<file path="src/rtl/sbox_sched.sv">
`default_nettype none
// ============================================================================
// sbox_sched : round-robin sequencer sharing one registered AES S-box between
//              the SubBytes (16-byte) and SubWord (4-byte) requesters.
// Revision   : 1.0
// ============================================================================
module sbox_sched #(
  parameter int SBOX_LAT = 1
) (
  input  logic         clk,
  input  logic         rst_n,
  input  logic         st_start,
  input  logic [127:0] st_in,
  output logic         st_busy,
  output logic         st_done,
  output logic [127:0] st_out,
  input  logic         kw_start,
  input  logic [31:0]  kw_in,
  output logic         kw_busy,
  output logic         kw_done,
  output logic [31:0]  kw_out,
  output logic [7:0]   sbox_in,
  input  logic [7:0]   sbox_out
);

  typedef enum logic [1:0] {
    S_IDLE  = 2'd0,
    S_ISSUE = 2'd1,
    S_DRAIN = 2'd2
  } state_t;

  state_t        r_state;
  logic          r_sel_kw;
  logic          r_last_kw;
  logic [4:0]    r_cnt;
  logic [127:0]  r_st_op;
  logic [31:0]   r_kw_op;
  logic [127:0]  r_res;
  logic [SBOX_LAT:0] r_vld;
  logic [3:0]    r_idx [0:SBOX_LAT];

  logic          w_st_acc;
  logic          w_kw_acc;
  logic          w_st_req;
  logic          w_kw_req;
  logic          w_grant;
  logic          w_grant_kw;
  logic [7:0]    w_byte0;
  logic [7:0]    w_st_byte;
  logic [7:0]    w_kw_byte;
  logic [4:0]    w_n;
  logic [3:0]    w_cap_idx;
  logic [6:0]    w_cap_base;
  logic          w_cap;
  logic          w_last_cap;

  assign w_st_acc   = st_start & ~st_busy;
  assign w_kw_acc   = kw_start & ~kw_busy;
  // A channel in its done cycle is still busy but must not be granted again
  assign w_st_req   = w_st_acc | (st_busy & ~st_done);
  assign w_kw_req   = w_kw_acc | (kw_busy & ~kw_done);
  assign w_grant    = w_st_req | w_kw_req;
  assign w_grant_kw = w_kw_req & (~w_st_req | ~r_last_kw);

  // Byte 0 bypasses the operand register when the start is accepted this edge
  assign w_byte0    = w_grant_kw ? (w_kw_acc ? kw_in[31:24]  : r_kw_op[31:24])
                                 : (w_st_acc ? st_in[127:120] : r_st_op[127:120]);
  assign w_st_byte  = r_st_op[7'd127 - {r_cnt[3:0], 3'b000} -: 8];
  assign w_kw_byte  = r_kw_op[5'd31 - {r_cnt[1:0], 3'b000} -: 8];
  assign w_n        = r_sel_kw ? 5'd4 : 5'd16;

  assign w_cap      = r_vld[SBOX_LAT];
  assign w_cap_idx  = r_idx[SBOX_LAT];
  assign w_cap_base = 7'd127 - {w_cap_idx, 3'b000};
  assign w_last_cap = w_cap && (w_cap_idx == (r_sel_kw ? 4'd3 : 4'd15));

  always_ff @(posedge clk or negedge rst_n) begin
    if (!rst_n) begin
      r_state   <= S_IDLE;
      r_sel_kw  <= 1'b0;
      r_last_kw <= 1'b0;
      r_cnt     <= 5'd0;
      r_st_op   <= '0;
      r_kw_op   <= '0;
      r_res     <= '0;
      r_vld     <= '0;
      for (int k = 0; k <= SBOX_LAT; k++) r_idx[k] <= 4'd0;
      st_busy   <= 1'b0;
      st_done   <= 1'b0;
      st_out    <= '0;
      kw_busy   <= 1'b0;
      kw_done   <= 1'b0;
      kw_out    <= '0;
      sbox_in   <= 8'h00;
    end else begin
      st_done <= 1'b0;
      kw_done <= 1'b0;

      if (w_st_acc) begin
        r_st_op <= st_in;
        st_busy <= 1'b1;
      end else if (st_done) begin
        st_busy <= 1'b0;
      end

      if (w_kw_acc) begin
        r_kw_op <= kw_in;
        kw_busy <= 1'b1;
      end else if (kw_done) begin
        kw_busy <= 1'b0;
      end

      // In-flight tracking: stage 0 travels with sbox_in, stage LAT meets sbox_out
      r_vld[0] <= 1'b0;
      r_vld[SBOX_LAT:1] <= r_vld[SBOX_LAT-1:0];
      for (int k = 1; k <= SBOX_LAT; k++) r_idx[k] <= r_idx[k-1];

      if (w_cap) r_res[w_cap_base -: 8] <= sbox_out;

      case (r_state)
        S_IDLE: begin
          if (w_grant) begin
            r_sel_kw  <= w_grant_kw;
            r_last_kw <= w_grant_kw;
            sbox_in   <= w_byte0;
            r_vld[0]  <= 1'b1;
            r_idx[0]  <= 4'd0;
            r_cnt     <= 5'd1;
            r_state   <= S_ISSUE;
          end
        end
        S_ISSUE: begin
          if (r_cnt == w_n) begin
            sbox_in <= 8'h00;
            r_state <= S_DRAIN;
          end else begin
            sbox_in  <= r_sel_kw ? w_kw_byte : w_st_byte;
            r_vld[0] <= 1'b1;
            r_idx[0] <= r_cnt[3:0];
            r_cnt    <= r_cnt + 5'd1;
          end
        end
        S_DRAIN: begin
          // The last byte always sits in the low bits, so merge it on the fly
          if (w_last_cap) begin
            if (r_sel_kw) begin
              kw_done <= 1'b1;
              kw_out  <= {r_res[127:104], sbox_out};
            end else begin
              st_done <= 1'b1;
              st_out  <= {r_res[127:8], sbox_out};
            end
            r_state <= S_IDLE;
          end
        end
        default: r_state <= S_IDLE;
      endcase
    end
  end

endmodule
`default_nettype wire

</file>
<file path="config.mk">
export PLATFORM = sky130hd
export DESIGN_NAME = sbox_sched
export DESIGN_NICKNAME = d
export VERILOG_FILES = /design/src/rtl/sbox_sched.sv
export SDC_FILE = /design/constraint.sdc
export NUM_CORES = 1
export LEC_CHECK = 0
export ABC_CLOCK_PERIOD_IN_PS = 5400
export CORE_ASPECT_RATIO = 0.7
export CORE_UTILIZATION = 35
export CTS_BUF_LIST = sky130_fd_sc_hd__clkbuf_2
export DETAILED_ROUTE_END_ITERATION = 6
export PLACE_DENSITY = 0.62
export SKIP_LAST_GASP = 1
export SLEW_MARGIN = 0
export SYNTH_ARGS = -nofsm -noshare
export SYNTH_HDL_FRONTEND = slang
export SYNTH_SLANG_ARGS = --single-unit
</file>
<file path="constraint.sdc">
create_clock -name clk -period 5.4 [get_ports clk]
set_clock_uncertainty 0.2 [all_clocks]
set_input_delay 0.54 -clock clk [delete_from_list [all_inputs] [get_ports clk]]
set_output_delay 0.54 -clock clk [all_outputs]
set_load 0.05 [all_outputs]
</file>
==> results of run 1 <==
## logic make-up after synthesis
kind of cell / Yosys count / synth area share [%]
buf+inv: 83 / 2.30
simple gates: 81 / 2.23
flops: 470 / 61.4
compound gates: 64 / 2.65
mux: 496 / 31.2
fa+ha+maj: 2 / 0.131
xor+xnor: 3 / 0.137
## cells in the mapped netlist (all sizes together) (3+ instances only)
cell	count
a2111oi	4
nand2	15
nor2	27
inv	15
a21oi	9
buf	49
a32oi	4
a22o	4
mux2	432
or2	3
xnor2	3
a22oi	3
nand3	5
dfrtp	470
o22ai	4
nor2b	6
nand2b	7
mux4	32
a21o	5
o221ai	8
clkbuf	19
a32o	3
o21ai	12
mux2i	32
nand3b	5
## final timing paths
path	endpoint	startpoint
setup / recovery	st_busy	st_busy
hold reg to reg	r_vld[1]	r_vld[0]
hold / removal	r_vld[1]	r_vld[0]
min in group asynchronous	r_res[109]	rst_n
setup reg to reg	st_out[28]	r_last_kw
max in group asynchronous	st_out[91]	rst_n
## final cells by class
cell class                      instances  area share [%]
Inverter                               15           0.217
Multi-Input combinational cell        646            26.9
Sequential cell                       470            45.3
Clock buffer                          166            3.20
Timing Repair Buffer                  521            20.2
Tap cell                              730            3.51
Antenna cell                            6          0.0578
Clock inverter                         22           0.669
## metrics by stage
stage                     setup WS (ns)  hold WS, ns
after floorplan                    3.23       0.0444
after global placement             1.99        0.134
after detailed placement           2.02        0.136
after CTS                          1.89       0.0143
after global routing               1.82       0.0635
final                              2.06        0.156
## power groups by stage
stage / clock network (mW) / registers, mW / logic [mW]
final: 2.37 / 4.86 / 2.89
after global routing: 2.67 / 4.98 / 3.12
after floorplan: 0 / 4.86 / 1.90
after CTS: 2.49 / 4.86 / 2.93
after global placement: 0 / 4.89 / 2.77
after detailed placement: 0 / 4.93 / 2.82
## routing by layer
layer	share of wire [%]	global-route usage (%)
met5	0.043	0
met4	1.9	5.94
met3	6.3	6.23
met2	46	28.7
met1	45	25.1
## repair_timing
action / 4_1_cts / 5_1_grt
hold endpoints to repair: 641 / 0
gates resized for setup: 0 / 0
hold buffers: 165 / 0
## flip-flops by register name, summed over array words and instances, names as in the netlist
register / flops
r_st_op: 128
st_out: 128
r_res: 120
kw_out: 32
r_kw_op: 32
sbox_in: 8
r_cnt: 5
r_idx: 4
w_cap_idx: 4
r_state: 2
r_vld: 2
kw_busy: 1
kw_done: 1
r_last_kw: 1
st_busy: 1
st_done: 1
==> summary by stage, run 1 <==
Clock tree
CTS built an H-tree with a depth of 3. The number of buffers on the longest clock path is 3. TritonCTS built the clock tree. The tree built by TritonCTS fans out to 470 sinks. The register clock-pin slew on the reported worst setup and hold paths is roughly 0.12 ns. The number of buffers inserted during clock tree synthesis is between 100 and 150. The latest clock arrival within the worst-skew pair is between 1 and 1.5 ns.

The number of buffers inserted by post-CTS setup repair is 0. The clock tree root buffer cell is clkbuf_2.

Global routing
The initial antenna violation count is 7. The global-route usage over all layers is between 10% and 20%. The overall overflow remaining after global route is 0.

Entering global routing, the biggest net connects approximately 160 pins. The number of global-route vias before repair is around 13000. The wire length of the first global-routing pass is slightly below 80 mm.

Routing
After detailed routing, the number of remaining DRC violations is 0. The total detailed-routing wirelength is roughly 51 mm. In the final routed layout, each cell accounts on average for 19.9 µm.

Summing over every cut layer, the via total after detailed routing is about 12000. Dividing the detail-routed via count by the number of cells gives just under 5. The number of DRC violations after detailed-routing iteration 0 is 504.

For this run, the detailed router's first-pass iteration total came to 5. The residual antenna-violating net count after detailed routing is 0.

Floorplanning
The die is 198 µm tall. The total I/O pin count is approximately 340. The starting density of the core is ~36%.

The core region is about 0.054 mm². The die extent in x is 282 µm. The cell row count is 71.

The floorplan step defined a die boundary enclosing between 0.05 and 0.06 mm².

Worst hold path
The class of the worst hold path is flop to flop. Along the worst hold path, the cell count comes to 0.

Layout
In the final layout, the share of cells above drive strength 1 is 35.4%. The most common cell after layout, fill and taps aside is dfrtp_1. In the layout the commonest cells are 468 x dfrtp_1, 429 x mux2_2, 342 x clkdlybuf4s50_1, 166 x clkbuf_2, 164 x dlygate4sd3_1. The sequential cells in the finished layout cover a total of 0.0118 mm². The multi-input gate area in the final layout is ~0.007 mm². Once layout is done, the placed cells without fillers occupy about 0.026 mm².

Fill cells in the final layout number roughly 4800. The non-filler instance count after layout is approximately 2600. The area growth from synthesis to layout is 35.6%.

The post-layout net count is 1943. Cells fill between 40% and 50% of the core in the end.

Setup path
The capturing element type of the critical path is an output port. The reg2reg setup slack is 2.32 ns. The startpoint type of the worst setup path is a flop.

The data arrival time of the critical path is approximately 2.6 ns. The highest net fanout along the worst path is 6. The type of the worst setup path is flop to output port. The required arrival time at the worst endpoint is about 4.7 ns. The signal on the critical path passes through clkdlybuf4s50_1.

The critical path's top delay family is buffers and inverters. Among all stages on the critical path, the largest delay is contributed by clkdlybuf4s50_1. The maximum cell stage delay along the critical path is 0.89 ns.

In this run the number of cells on the critical path is 1. For the worst flop-to-flop path, the logic depth is 4. The worst path buffer plus inverter count is 1.

STA
Subtracting the final worst setup slack from the clock period gives approximately 3.3 ns. Derived from the worst setup path, the maximum achievable clock frequency is about 300 MHz. The final number of max-transition violations is 0. The worst slew margin relative to its limit is between 20% and 30%. The portion of the clock cycle consumed by the worst path in the final layout is 61.8%. Setup repair after global routing left no endpoint under its margin.

The setup-violating endpoint count in the final report is 0. The slew of the pin with the lowest slew margin is ~1.2 ns. The final-layout setup total negative slack is 0 ns. The number of hold violations in the final report is 0.

Place
The number of cells after detailed placement is between 2000 and 2500. Detailed placement ended at an HPWL of 33.9 mm. Routability-driven placement finished with a final weighted congestion of 0.806. Once placement finished, the instance area stood at ~0.023 mm². Buffers placed on the I/O ports in this run total roughly 340.

Run status
The flow ran to the end, and the final reports show no timing, DRC or antenna violations.

Logic synthesis
The share of the synthesized area in the top cell type is about 60%. The most instantiated flip-flop cell in the synthesis netlist is dfrtp_1. The synthesized netlist contains 54 unique library cells.

Of all cell types, the one taking the most synthesized area is dfrtp_1. Dividing the synthesized area by the synthesized cell count gives 16.0 µm². By area the synthesized netlist is led by dfrtp_1 61%, mux2_2 25%, mux4_1 2.6%. The area of the mapped netlist is 0.0192 mm². The fraction of registers with async set or reset after synthesis is between 90% and 100%. Synthesis produced about 1200 cells.

The net count after synthesis is between 1000 and 1500. For this run, the register share of the synthesized area comes to a little over 60%. The synthesis warning total is 0.

Counting flops with a built-in enable in the synthesized netlist gives 0. The synthesized design contains 470 register bits.

Pwr
The internal power of the cells is ~6.8 mW. The share of total power dissipated in combinational logic is 28.5%. The total power density per cell area is roughly 390 mW/mm². The sequential share of power is between 40% and 50%.

In this run switching power makes up between 30 and 40% of total power. The worst-case IR drop observed on VDD is between 0.00015 and 0.0002 V. The analysis attributes to cell leakage a power of 11.6 nW. The clock network accounts for 23.5% of the total power. Total power for the finished layout comes to ~10 mW. The analysis attributes to net switching a power of around 3.3 mW.

Flow run
The tool flagged a number of max-cap violations equal to 0.
Power figures use the tool's default switching activity.
==> run 2, diff against run 1 <==
- ABC_CLOCK_PERIOD_IN_PS: 5400 -> 2700
- PLACE_DENSITY: 0.62 -> 0.64
- clock period: 5.4 -> 2.7 ns (I/O delays scaled with it)
==> run 2 against run 1 <==
Effect of this change: wire length is 13% higher; sequential power is 99% higher; combinational power is 140% higher.
==> summary by stage, run 2 (same netlist as run 1, synthesis figures left out) <==
Run status
Status: finished, final reports clean (unchanged).

Worst hold path
The worst hold path stage count came to 0 (unchanged). The class of the worst hold path is flop to flop (unchanged).

Setup path
The highest net fanout along the worst path was 10 (was 6). The reg2reg setup slack came to 0.12 ns (was 2.32 ns). The master of the slowest instance on the critical path is dlygate4sd3_1 (was clkdlybuf4s50_1). The worst path buffer plus inverter count came to 1 (unchanged). The launching point of the worst reg2reg path was kw_busy (was r_last_kw). The capturing element type of the critical path was a flop (was output port). The count of cells along the worst register-to-register path is 6 (was 4). The maximum cell stage delay along the critical path was 0.59 ns (was 0.89 ns). The required arrival time at the worst endpoint is 3.46 ns (was 4.66 ns). The critical path capture point was sbox_in[7] (was st_busy). Cells traversed along the worst timing path: nor2b_4 -> mux2_2 -> dlygate4sd3_1 -> a32o_1 -> a22oi_1 -> o21ai_1 (was clkdlybuf4s50_1). The number of gates on the worst path with buffers counted is 6 (was 1).

The endpoint of the most critical register-to-register path is sbox_in[7] (was st_out[28]). The type of the worst setup path is flop to flop (was flop to output port). The origin of the worst setup path was kw_busy (was st_busy). The startpoint type of the worst setup path is a flop (unchanged).

The critical path's top delay family is buffers and inverters (unchanged). The data arrival time of the critical path came to 3.35 ns (was 2.60 ns).

Place
The half-perimeter wire length of the detailed placement result is 36.1 mm (was 33.9 mm). The number of cells after detailed placement is 2258 (was 2217). The number of buffers inserted by port buffering was 343 (unchanged). The final weighted congestion in routability-driven placement is 0.822 (was 0.806).

Global routing
The global-route usage over all layers came to 21.3% (was 18.7%). The initial antenna violation count is 12 (was 7). The overall overflow remaining after global route is 0 (unchanged). The wire length of the first global-routing pass came to 89.7 mm (was 78.9 mm). The pin count of the biggest net entering global routing came to 87 (was 158). The number of global-route vias before repair is 15220 (was 13273).

Clock tree
The number of buffers inserted during clock tree synthesis is 113 (was 115). The number of buffers inserted by post-CTS setup repair is 0 (unchanged). The register clock-pin slew on the reported worst setup and hold paths came to 0.11 ns (was 0.12 ns). The clock tree root buffer cell is clkbuf_2 (unchanged).

The clock tree from TritonCTS is built (unchanged). The number of sinks handled by clock tree synthesis is 470 (unchanged). The number of buffers on the longest clock path was 3 (unchanged). The maximum level of the CTS H-tree is 3 (unchanged). The latest clock arrival within the worst-skew pair is 1.13 ns (was 1.14 ns).

STA
The highest clock rate is ~390 MHz. The final number of max-transition violations was 0 (unchanged). The minimum hold slack is 0.145 ns (was 0.156 ns). The setup-violating endpoint count in the final report was 0 (unchanged). The number of hold violations in the final report is 0 (unchanged). RSZ-0062 raised after global routing: no (unchanged). For the finished layout, the period the worst path requires is roughly 2.6 ns. The worst slew margin relative to its limit is 49.8% (was 22.1%). The worst path uses a little over nine tenths of the clock period. The slew of the pin with the lowest slew margin is 0.751 ns (was 1.16 ns). The final-layout setup total negative slack is 0 ns (unchanged).

Layout
The fraction of layout cells with a size suffix above 1 is 36.7% (was 35.4%). The share of the core filled with cells is 53.7% (was 48.2%). The most common cell after layout, fill and taps aside is dfrtp_1 (unchanged). Largest registers ranked by flip-flop count: r_st_op x128, st_out x128, r_res x120 (unchanged).

The non-filler instance count after layout is 2877 (was 2576). The layout overhead on the synthesized area is 51.0% (was 35.6%). Commonest cells after routing, fill and taps aside: 467 x dfrtp_1, 429 x mux2_2, 408 x dlygate4sd3_1, 170 x clkdlybuf4s50_1, 165 x clkbuf_2 (was 468 x dfrtp_1, 429 x mux2_2, 342 x clkdlybuf4s50_1, 166 x clkbuf_2, 164 x dlygate4sd3_1). The post-layout net count was 2226 (was 1943).

Pwr
The peak ir drop on the vdd network is 0.000414 V (was 0.000171 V). The static leakage is 13.2 nW (was 11.6 nW). The power consumption is 21.3 mW (was 10.1 mW). The total power density per cell area is 737 mW/mm² (was 389 mW/mm²).

Routing
The final routed wire length divided by cell count is 20.1 µm (was 19.9 µm). The DRC violations left is 0 (unchanged). The number of vias in the routed layout is 13823 (was 12379). The residual antenna-violating net count after detailed routing is 0 (unchanged). The number of DRC violations after detailed-routing iteration 0 came to 580 (was 504). The vias per cell is 4.80 (was 4.81). The total detailed-routing wirelength is 57.8 mm (was 51.1 mm). The number of search-and-repair iterations in the first detailed-routing pass came to 6 (was 5).

Floorplanning
The total I/O pin count is 344 (unchanged). The cell row count is 71 (unchanged). The starting density of the core is 35.5% (unchanged). The die extent in x is 282 µm (unchanged). The overall die height is 198 µm (unchanged). The placeable core region is 0.0539 mm² (unchanged). The area enclosed by the die boundary was 0.0557 mm² (unchanged).

Flow run
The reported max-cap violation count was 0 (unchanged).
-- run 2: cell count changes in the layout (fill, tap and decap cells not counted), sizes merged --
cell           before  now
buf                15   58
bufinv              3    2
clkbuf            166  165
clkdlybuf4s15       0  127
clkdlybuf4s50     342  170
clkinv             14   30
clkinvlp            1    2
diode               6    8
dlygate4sd2         0   43
dlygate4sd3       164  408
inv                19   18
-- run 2: layout make-up --
| class | instances | area [µm²] |
|---|---|---|
| timing repair buffer | 806 | 8160 |
| clock inverter | 37 | 218 |
| multi-input combinational | 646 | 6980 |
| tap | 730 | 913 |
| antenna | 8 | 20.0 |
| fill | 4480 | 25000 |
| clock buffer | 165 | 826 |
| inverter | 15 | 56.3 |
| sequential | 470 | 11800 |
-- run 2: how the worst min path moves through the flow --
stage	startpoint	to	slack [ns]
final	r_idx[4]	w_cap_idx[0]	0.15
after global placement	rst_n	kw_out[10]	0.05
after CTS	st_in[17]	r_st_op[17]	0.007
after global routing	st_in[111]	r_st_op[111]	0.05
after detailed placement	rst_n	kw_out[12]	0.05
after floorplan	rst_n	kw_busy	-0.23
-- run 2: metal layers --
layer,vias up,track usage [%],part of all wire [%]
met5,-,0,0.078
met4,8,7.23,2.3
met3,106,5.37,5.8
met2,435,35.0,49
met1,7094,27.4,43
li1,6180,-,-
-- run 2: timing repair --
action,4_1_cts,5_1_grt
hold buffers,409,0
setup endpoints to repair,172,1
endpoints found under the hold margin,777,0
resized for setup,396,3
pin swaps,0,0
-- run 2: report_power, final --
| part | total [mW] | internal, mW | switching (mW) |
|---|---|---|---|
| clock network | 4.80 | 1.85 | 2.95 |
| registers | 9.69 | 8.65 | 1.04 |
| logic | 6.84 | 3.77 | 3.07 |
| total | 21.3 | 14.3 | 7.06 |
-- run 2: per-stage QoR --
step | cell area [µm²] | setup WS, ns
2_1_floorplan | 19200 | 0.534
3_3_place_gp | 23700 | 0.333
3_5_place_dp | 23700 | 0.285
4_1_cts | 28900 | -0.184
5_1_grt | 28900 | 0.00172
6_report | 28900 | 0.117
